==> src/rtl/axi_xbar_pkg.sv <==
// Shared types and default widths for the crossbar write path.
// W_LEN_CHECK_EN adds the burst length to each order FIFO entry.
package axi_xbar_pkg;

   localparam int unsigned DEF_MST_NUM    = 4;
   localparam int unsigned DEF_AXI_ADDR_W = 32;
   localparam int unsigned DEF_AXI_ID_W   = 4;
   localparam int unsigned DEF_AXI_DATA_W = 32;
   localparam int unsigned DEF_OSTD_DEPTH = 4;
   localparam int unsigned AXI_LEN_W      = 8;

   localparam int unsigned MST_IDX_W  = $clog2(DEF_MST_NUM);
   localparam int unsigned OSTD_PTR_W = $clog2(DEF_OSTD_DEPTH);

   typedef struct packed {
      logic [DEF_AXI_ADDR_W-1:0] addr;
      logic [DEF_AXI_ID_W-1:0]   id;
      logic [AXI_LEN_W-1:0]      len;
   } aw_payload_t;

   typedef struct packed {
      logic [MST_IDX_W-1:0] mst;
`ifdef W_LEN_CHECK_EN
      logic [AXI_LEN_W-1:0] len;
`endif
   } order_entry_t;

endpackage

==> src/rtl/rr_arbiter.sv <==
// Round-robin arbiter: searches from the pointer upward, wrapping, and
// moves the pointer just past the winner only when a grant is issued.
module rr_arbiter
   import axi_xbar_pkg::*;
#(
   parameter int unsigned  N     = DEF_MST_NUM,
   localparam int unsigned IDX_W = $clog2(N)
) (
   input  logic             clk,
   input  logic             srst,
   input  logic [N-1:0]     i_req,
   input  logic             i_en,
   output logic [N-1:0]     o_gnt,
   output logic [IDX_W-1:0] o_gnt_idx,
   output logic             o_gnt_vld
);

   logic [IDX_W-1:0] r_ptr;
   logic [IDX_W-1:0] w_idx;
   logic [IDX_W-1:0] w_cand;
   logic             w_found;

   // First requester at or after the pointer wins
   always_comb begin
      w_found = 1'b0;
      w_idx   = '0;
      w_cand  = '0;
      for (int k = 0; k < int'(N); k++) begin
         w_cand = IDX_W'((int'(r_ptr) + k) % int'(N));
         if (!w_found && i_req[w_cand]) begin
            w_found = 1'b1;
            w_idx   = w_cand;
         end
      end
   end

   assign o_gnt_vld = i_en && w_found;
   assign o_gnt_idx = w_idx;

   always_comb begin
      o_gnt = '0;
      if (o_gnt_vld) o_gnt[w_idx] = 1'b1;
   end

   always_ff @(posedge clk) begin
      if (srst) begin
         r_ptr <= '0;
      end else if (o_gnt_vld) begin
         r_ptr <= (w_idx == IDX_W'(N - 1)) ? '0 : w_idx + 1'b1;
      end
   end

endmodule

==> src/rtl/axi_w_order_sched.sv <==
// Per-slave AW arbiter plus W steering in AW grant order.
// Optional W_LEN_CHECK_EN adds a beat counter and the w_len_err pulse.
module axi_w_order_sched
   import axi_xbar_pkg::*;
#(
   parameter int unsigned  MST_NUM    = DEF_MST_NUM,
   parameter int unsigned  AXI_ADDR_W = DEF_AXI_ADDR_W,
   parameter int unsigned  AXI_ID_W   = DEF_AXI_ID_W,
   parameter int unsigned  AXI_DATA_W = DEF_AXI_DATA_W,
   parameter int unsigned  OSTD_DEPTH = DEF_OSTD_DEPTH,
   localparam int unsigned STRB_W     = AXI_DATA_W / 8
) (
   input  logic                          aclk,
   input  logic                          srst,
   input  logic [MST_NUM-1:0]            s_awvalid,
   output logic [MST_NUM-1:0]            s_awready,
   input  logic [MST_NUM*AXI_ADDR_W-1:0] s_awaddr,
   input  logic [MST_NUM*AXI_ID_W-1:0]   s_awid,
   input  logic [MST_NUM*8-1:0]          s_awlen,
   output logic                          m_awvalid,
   input  logic                          m_awready,
   output logic [AXI_ADDR_W-1:0]         m_awaddr,
   output logic [AXI_ID_W-1:0]           m_awid,
   output logic [7:0]                    m_awlen,
   input  logic [MST_NUM-1:0]            s_wvalid,
   output logic [MST_NUM-1:0]            s_wready,
   input  logic [MST_NUM*AXI_DATA_W-1:0] s_wdata,
   input  logic [MST_NUM*STRB_W-1:0]     s_wstrb,
   input  logic [MST_NUM-1:0]            s_wlast,
   output logic                          m_wvalid,
   input  logic                          m_wready,
   output logic [AXI_DATA_W-1:0]         m_wdata,
   output logic [STRB_W-1:0]             m_wstrb,
   output logic                          m_wlast
`ifdef W_LEN_CHECK_EN
   ,output logic                         w_len_err
`endif
);

   localparam int unsigned CNT_W = OSTD_PTR_W + 1;

   aw_payload_t             r_aw;
   logic                    r_m_awvalid;
   aw_payload_t             w_aw_sel;
   logic [MST_NUM-1:0]      w_gnt;
   logic [MST_IDX_W-1:0]    w_gnt_idx;
   logic                    w_gnt_vld;
   logic                    w_aw_load;
   logic                    w_push;
   logic                    w_pop;
   logic                    w_full;
   logic                    w_empty;
   order_entry_t            w_entry;
   order_entry_t            r_fifo [OSTD_DEPTH];
   logic [OSTD_PTR_W-1:0]   r_wr_ptr;
   logic [OSTD_PTR_W-1:0]   r_rd_ptr;
   logic [CNT_W-1:0]        r_count;
   logic [MST_IDX_W-1:0]    w_head;

   assign w_full    = (r_count == CNT_W'(OSTD_DEPTH));
   assign w_empty   = (r_count == '0);
   assign w_aw_load = (!r_m_awvalid || m_awready) && !w_full;

   rr_arbiter #(.N(MST_NUM)) u_arb (
      .clk       (aclk),
      .srst      (srst),
      .i_req     (s_awvalid),
      .i_en      (w_aw_load),
      .o_gnt     (w_gnt),
      .o_gnt_idx (w_gnt_idx),
      .o_gnt_vld (w_gnt_vld)
   );

   assign s_awready = w_gnt;
   assign w_push    = w_gnt_vld;

   always_comb begin
      w_aw_sel = '0;
      for (int i = 0; i < int'(MST_NUM); i++) begin
         if (w_gnt_idx == MST_IDX_W'(i)) begin
            w_aw_sel.addr = s_awaddr[i*AXI_ADDR_W +: AXI_ADDR_W];
            w_aw_sel.id   = s_awid[i*AXI_ID_W +: AXI_ID_W];
            w_aw_sel.len  = s_awlen[i*8 +: 8];
         end
      end
   end

   // One-entry AW output register; payload holds while stalled
   always_ff @(posedge aclk) begin
      if (srst) begin
         r_m_awvalid <= 1'b0;
         r_aw        <= '0;
      end else if (w_push) begin
         r_m_awvalid <= 1'b1;
         r_aw        <= w_aw_sel;
      end else if (m_awready) begin
         r_m_awvalid <= 1'b0;
      end
   end

   assign m_awvalid = r_m_awvalid;
   assign m_awaddr  = r_aw.addr;
   assign m_awid    = r_aw.id;
   assign m_awlen   = r_aw.len;

   always_comb begin
      w_entry     = '0;
      w_entry.mst = w_gnt_idx;
`ifdef W_LEN_CHECK_EN
      w_entry.len = w_aw_sel.len;
`endif
   end

   always_ff @(posedge aclk) begin
      if (w_push) r_fifo[r_wr_ptr] <= w_entry;
   end

   always_ff @(posedge aclk) begin
      if (srst) begin
         r_wr_ptr <= '0;
         r_rd_ptr <= '0;
         r_count  <= '0;
      end else begin
         if (w_push) r_wr_ptr <= r_wr_ptr + 1'b1;
         if (w_pop)  r_rd_ptr <= r_rd_ptr + 1'b1;
         case ({w_push, w_pop})
            2'b10:   r_count <= r_count + 1'b1;
            2'b01:   r_count <= r_count - 1'b1;
            default: r_count <= r_count;
         endcase
      end
   end

   assign w_head = r_fifo[r_rd_ptr].mst;

   // W path follows the FIFO head only; nothing passes while empty
   always_comb begin
      m_wvalid = 1'b0;
      m_wdata  = '0;
      m_wstrb  = '0;
      m_wlast  = 1'b0;
      s_wready = '0;
      for (int i = 0; i < int'(MST_NUM); i++) begin
         if (w_head == MST_IDX_W'(i)) begin
            m_wvalid    = !w_empty && s_wvalid[i];
            m_wdata     = s_wdata[i*AXI_DATA_W +: AXI_DATA_W];
            m_wstrb     = s_wstrb[i*STRB_W +: STRB_W];
            m_wlast     = s_wlast[i];
            s_wready[i] = !w_empty && m_wready;
         end
      end
   end

   assign w_pop = m_wvalid && m_wready && m_wlast;

`ifdef W_LEN_CHECK_EN
   logic [7:0] r_beat_cnt;
   logic       r_w_len_err;
   logic       w_w_hs;
   logic [7:0] w_head_len;

   assign w_w_hs     = m_wvalid && m_wready;
   assign w_head_len = r_fifo[r_rd_ptr].len;

   // Beat index of the head burst; wlast must coincide with index == awlen
   always_ff @(posedge aclk) begin
      if (srst) begin
         r_beat_cnt  <= '0;
         r_w_len_err <= 1'b0;
      end else begin
         r_w_len_err <= w_w_hs && ((m_wlast && (r_beat_cnt != w_head_len)) ||
                                   (!m_wlast && (r_beat_cnt == w_head_len)));
         if (w_pop)       r_beat_cnt <= '0;
         else if (w_w_hs) r_beat_cnt <= r_beat_cnt + 1'b1;
      end
   end

   assign w_len_err = r_w_len_err;
`endif

endmodule

==> config.mk <==
export PLATFORM = sky130hd
export DESIGN_NAME = axi_w_order_sched
export DESIGN_NICKNAME = d
export VERILOG_FILES = /design/src/rtl/axi_xbar_pkg.sv /design/src/rtl/rr_arbiter.sv /design/src/rtl/axi_w_order_sched.sv
export SDC_FILE = /design/constraint.sdc
export NUM_CORES = 1
export LEC_CHECK = 0
export ABC_AREA = 1
export ABC_CLOCK_PERIOD_IN_PS = 4150
export CORE_AREA = 3 3 164 166
export DETAILED_ROUTE_END_ITERATION = 10
export DIE_AREA = 0 0 167 169
export GPL_TIMING_DRIVEN = 0
export SLEW_MARGIN = 20
export SYNTH_ARGS = -nofsm -noshare
export SYNTH_HDL_FRONTEND = slang
export SYNTH_SLANG_ARGS = --single-unit
export TNS_END_PERCENT = 100
==> constraint.sdc <==
create_clock -name aclk -period 4.15 [get_ports aclk]
set_input_delay 1.0375 -clock aclk [delete_from_list [all_inputs] [get_ports aclk]]
set_output_delay 1.0375 -clock aclk [all_outputs]
set_load 0.02 [all_outputs]
* Word level (Yosys, flattened, before mapping)
Memory sizes are Yosys's and may differ from the RTL's. A register that Yosys moved wholly into a read port is not among the register bits. Cells that the tools add are included.
Storage, ports and cells: register bits after elaboration 54, bits in latches 0, memory bits (writable) 8, ROM bits 0, input bits 336, output and inout port bits 91, logic and storage cells 108, memories 1
Memory list:
- r_fifo | depth 4, width 2, rd ports 1, clocked after Yosys merged registers in 1, write ports 1, RTL line axi_w_order_sched.sv:54 | order_entry_t r_fifo [OSTD_DEPTH];
Operators by class: $add $sub $neg 8, multipliers 0, div/mod/pow operators 0, magnitude comparators 6, equality and inequality tests 9, shift operators 0, mux-type cells 51, bitwise gates (word level) 0, reduce and logical (&&, ||, !) cells 25
Operators with widths (count):
- 44-bit 2-to-1 mux | 4
- 32-bit 2-to-1 mux | 4
- 1-bit 2-to-1 mux | 25
- 4-bit 2-to-1 mux | 5
- 2-bit by 3-bit < comparator with 1-bit output, second input constant | 5
- 2-bit 2-to-1 mux | 7
- 1-bit logical AND | 13
- 2-bit == test, second input constant | 5
- 2-bit by 1-bit adder with 2-bit output, second input constant | 4
- 1-bit binary-select mux with 2-bit select | 4
- 2-bit by 1-bit == test with 1-bit output, second input constant | 3
- 1-bit zero test | 6
- 3-bit one-hot mux with 2 select lines | 1
- 2-bit adder, second input constant | 2
- 2-bit zero test | 2
- 2-bit nonzero test | 2
- 3-bit by 1-bit adder with 3-bit output, second input constant | 1
- 3-bit == test, second input constant | 1
- 3-bit zero test | 1
- 3-bit by 1-bit subtractor with 3-bit output, second input constant | 1
- 1-bit demux with 2-bit select | 1
- 2-bit by 1-bit >= comparator with 1-bit output, second input constant | 1
- 1-bit logical OR | 1

* Depth between registers and ports, before layout
depth in word-level cells 17, gate-level depth with buffers 24, depth with buffers taken out 21

* By module
Synthesis repeated with hierarchy kept, for this count alone.
Unflattened totals: cells, all modules 755, area, all modules 4832.1 um^2
By module, submodules not included:
- axi_w_order_sched | times used 1, cells an instance 670, area each 4379.2 um^2, seq. area each 1321.3 um^2
- rr_arbiter | times used 1, cells an instance 85, area each 452.9 um^2, seq. area each 40.0 um^2

* Worst setup path after synthesis
Ideal clock, no wire load.
path kind input to output, from in s_awvalid[1], to out s_awready[2], arrival time 3.034 ns, required time 3.113 ns, setup slack 0.078 ns, cell stages on the path 16, buffers on the path 2, cells stage by stage inv_1 nand2_1 o211ai_1 nand2_1 inv_1 nand2_2 nor2_2 nand2_1 o2111ai_1 o21ai_0 inv_1 ha_1 clkbuf_1 inv_1 clkbuf_1 nor2_1
On the way: longest elaborated chain between the ends 17, elaborated cells between the ends (all ways) 29, those cells by class 2 x order compare; 19 x mux; 8 x reduce/logical
RTL lines:
- from (decl) | RTL line axi_w_order_sched.sv:15 | input logic [MST_NUM-1:0] s_awvalid,
- 1-bit binary-select mux with 2-bit select | RTL line rr_arbiter.sv:30 | if (!w_found && i_req[w_cand]) begin
- 1-bit 2-to-1 mux (implied by the code) | RTL line rr_arbiter.sv:30
- 1-bit 2-to-1 mux | RTL line rr_arbiter.sv:30
- 1-bit zero test | RTL line rr_arbiter.sv:30
- 1-bit logical AND | RTL line rr_arbiter.sv:30
- 1-bit 2-to-1 mux | RTL line rr_arbiter.sv:30
- 1-bit zero test | RTL line rr_arbiter.sv:30
- 1-bit logical AND | RTL line rr_arbiter.sv:30
- [2 not listed]
- 1-bit logical AND | RTL line rr_arbiter.sv:30
- 2-bit 2-to-1 mux (*) | RTL line rr_arbiter.sv:30
- via u_arb.o_gnt_idx[1] | RTL line rr_arbiter.sv:14 | output logic [IDX_W-1:0] o_gnt_idx,
- 2-bit by 3-bit < comparator with 1-bit output (implied by the code) / 2-bit by 1-bit >= comparator with 1-bit output (equally long branches) | RTL line rr_arbiter.sv:42 | if (o_gnt_vld) o_gnt[w_idx] = 1'b1;
- 1-bit logical AND (implied by the code) | RTL line rr_arbiter.sv:42
- 1-bit 2-to-1 mux (implied by the code) | RTL line rr_arbiter.sv:42
- 1-bit demux with 2-bit select (*)
- 4-bit 2-to-1 mux (*) | RTL line rr_arbiter.sv:42
- to (decl) | RTL line axi_w_order_sched.sv:16 | output logic [MST_NUM-1:0] s_awready,
The timed path passes the listed nets; every way through them passes the cells marked *. The select of a mux whose other input is x is not followed.

==> results.cfg <==
[status]
status = finished, final reports clean

[cells_and_area]
syn_to_final_growth_pct = 102
drive_above_1_share = 0.0764
final_cell_mix = 418 x clkdlybuf4s50_1, 279 x nand2_1, 130 x nand3_1, 105 x nor2_1, 99 x o21ai_0
nets = 1715
num-fill-cells = 2755
multi_input_area_um2 = 3530
layout_commonest_cell = clkdlybuf4s50_1
regArea_um2 = 1360
fin_util = 0.411
fin_cells = 1712

[placement]
hpwl_mm = 27.0
routabilityCongestion = 0.944
placedCellCount = 1676
numPortBuffers = 426

[yosys]
ys_seq_area_frac = 0.260
syn_inst = 915
syn_area_per_cell_um2 = 5.73
yosys_warnings = 0
synth_area_um2 = 5250
synth_nets = 1261
ys_ff_latch = 64
netlist-cell-type-count = 31

[sta]
max_slew_margin = 0.593
setup_viol = 0
rsz0062_at_grt = false
hold_viol = 0
post-route-period-util = 0.952
holdWs_ps = 483
tightest_slew_ps = 610
finalCriticalPeriod_ps = 3950
clock-skew-final_ps = 6.96
max_freq_mhz = 253
slew_violations = 0

[global_routing]
grt_max_degree = 19
use_met1 = 0.199
grt_pass1_vias = 8081
global_route.usage.total = 0.220
met2_usage = 0.452
grt_use_met3 = 0.0642
grt_overflow = 0
top_usage_layer = met2
antenna_found_initial = 3
grt_pass1_wl_mm = 47.5

[clock_network]
clk_path_buf_depth = 2
clk_pin_slew_ps = 60
cts_tree = yes
root_buffer = clkbuf_16
cts_made_buffers = 9
worstSkewPairLatency_ps = 340
holdBufCountCts = 0
htree_levels = 3
clock-sinks = 64

[worst_setup_path]
crit_path_end_kind = primary output
worstSetupPathType = reg2out
arrival_ps = 2910
cp_max_fo = 10
r2r-start = u_arb.r_ptr[0]$_SDFFE_PP0P_
worst_ep_required_time_ps = 3110
cp-start-kind = register

[floorplan]
die_area_um2 = 28200
die_height_um = 169
core.rowCount = 59
die_x_um = 167
initial_utilization = 0.204
core_area_um2 = 25800
io_pins = 427

[hold_path]
min-delay-start = m_awaddr[19]$_SDFFE_PP0P_
holdCritPathClass = reg2reg

[pwr]
leakage_nw = 4.53
power_density_nw_per_um2 = 1030
vdd_drop_max_mv = 0.782

[drt]
remaining_drc_errors = 0
drtIter0Drc = 389
vias_per_cell = 4.65
drt-total-wl_mm = 32.9
ant_nets = 0
wl_per_cell_um = 19.2
firstDrtPassIters = 5
vias = 7960

[flow_run]
cap_violations = 0
[sequential cells by signal, summed over array words and instances (netlist names), named ones only]
name	count
m_awaddr	32
m_awlen	8
r_fifo	8
m_awid	4
r_count	3
r_rd_ptr	2
r_wr_ptr	2
u_arb.r_ptr	2
m_awvalid	1
[final timing paths]
check                                                  to  slack (ps)  cells past startpoint
worst max-delay path                          m_wdata[26]         200                      9
worst min-delay path            m_awaddr[19]$_SDFFE_PP0P_         480                      2
worst max register to register   m_awaddr[7]$_SDFFE_PP0P_         590                     21
worst min register to register  m_awaddr[19]$_SDFFE_PP0P_         480                      2
[critical path, stage by stage (launching register included)]
cell and delay (ps):
dfxtp_1 420, inv_2 80, nand2_1 70, nand3_1 80, nand2_2 160, buf_2 260, buf_1 410, nand3_1 230
nand4_1 160, clkdlybuf4s50_1 690
[repair_timing]
action | in CTS | in global routing
setup buffers | 12 | 10
setup endpoints to repair | 52 | 43
resized for setup | 49 | 34
pin swaps | 4 | 10
[where the power goes]
part,leakage (nW),internal (mW),switching [mW]
registers,0.540,0.919,0.126
logic,3.84,3.52,5.59
clock network,0.152,0.501,0.305
[through the flow]
step,power [mW],area [µm²],setup TNS [ps],worst slack [ps]
2_1_floorplan,6.19,5250,0,78.3
3_3_place_gp,9.44,9930,-30330,-1710
3_5_place_dp,9.46,9930,-29030,-1660
4_1_cts,10.7,10400,0,1.84
5_1_grt,12.0,10600,0,12.6
6_report,11.0,10600,0,200
[synthesized netlist by cell type]
cell type	count	area share
nand2_1	283	0.20
nand3_1	130	0.12
nor2_1	109	0.078
o21ai_0	103	0.098
dfxtp_1	56	0.21
a21oi_1	53	0.051
clkbuf_1	38	0.027
nand4_1	36	0.043
inv_1	31	0.022
buf_2	13	0.012
buf_1	10	0.0072
ha_1	9	0.021
edfxtp_1	8	0.046
buf_6	7	0.015
nor3_1	4	0.0038
buf_4	3	0.0043
inv_2	3	0.0021
nand2_2	3	0.0036
clkinv_1	2	0.0014
nor2_2	2	0.0024
o21ai_1	2	0.0019
a31oi_1	1	0.0012
fa_1	1	0.0038
inv_4	1	0.0012
nand2_4	1	0.0021
o2111ai_1	1	0.0017
o211ai_1	1	0.0014
o21ai_2	1	0.0017
or2_2	1	0.0012
xnor2_2	1	0.0031
xor2_1	1	0.0017
[cell type report]
cell class / count / share of cell area
timing repair buffer: 448 / 0.419
sequential: 64 / 0.128
clock inverter: 6 / 0.00602
inverter: 37 / 0.0158
antenna: 3 / 0.000709
tap: 335 / 0.0396
multi-input combinational: 743 / 0.333
clock buffer: 10 / 0.0236
buffer: 66 / 0.0332
[routing by layer]
layer,vias to the layer above,wire [µm]
li1,3954,-
met1,3621,11100
met2,334,18300
met3,51,2600
met4,0,967
met5,-,0
[kinds of logic after synthesis]
family	Yosys count	synth area share
buffers and inverters	108	0.0930
xor gates and xnor gates	2	0.00477
and+or+nand+nor	569	0.461
DFF	64	0.260
AOI/OAI and AO/OA	162	0.157
adders and majority gates	10	0.0253
(Power assumes the default switching activity.)
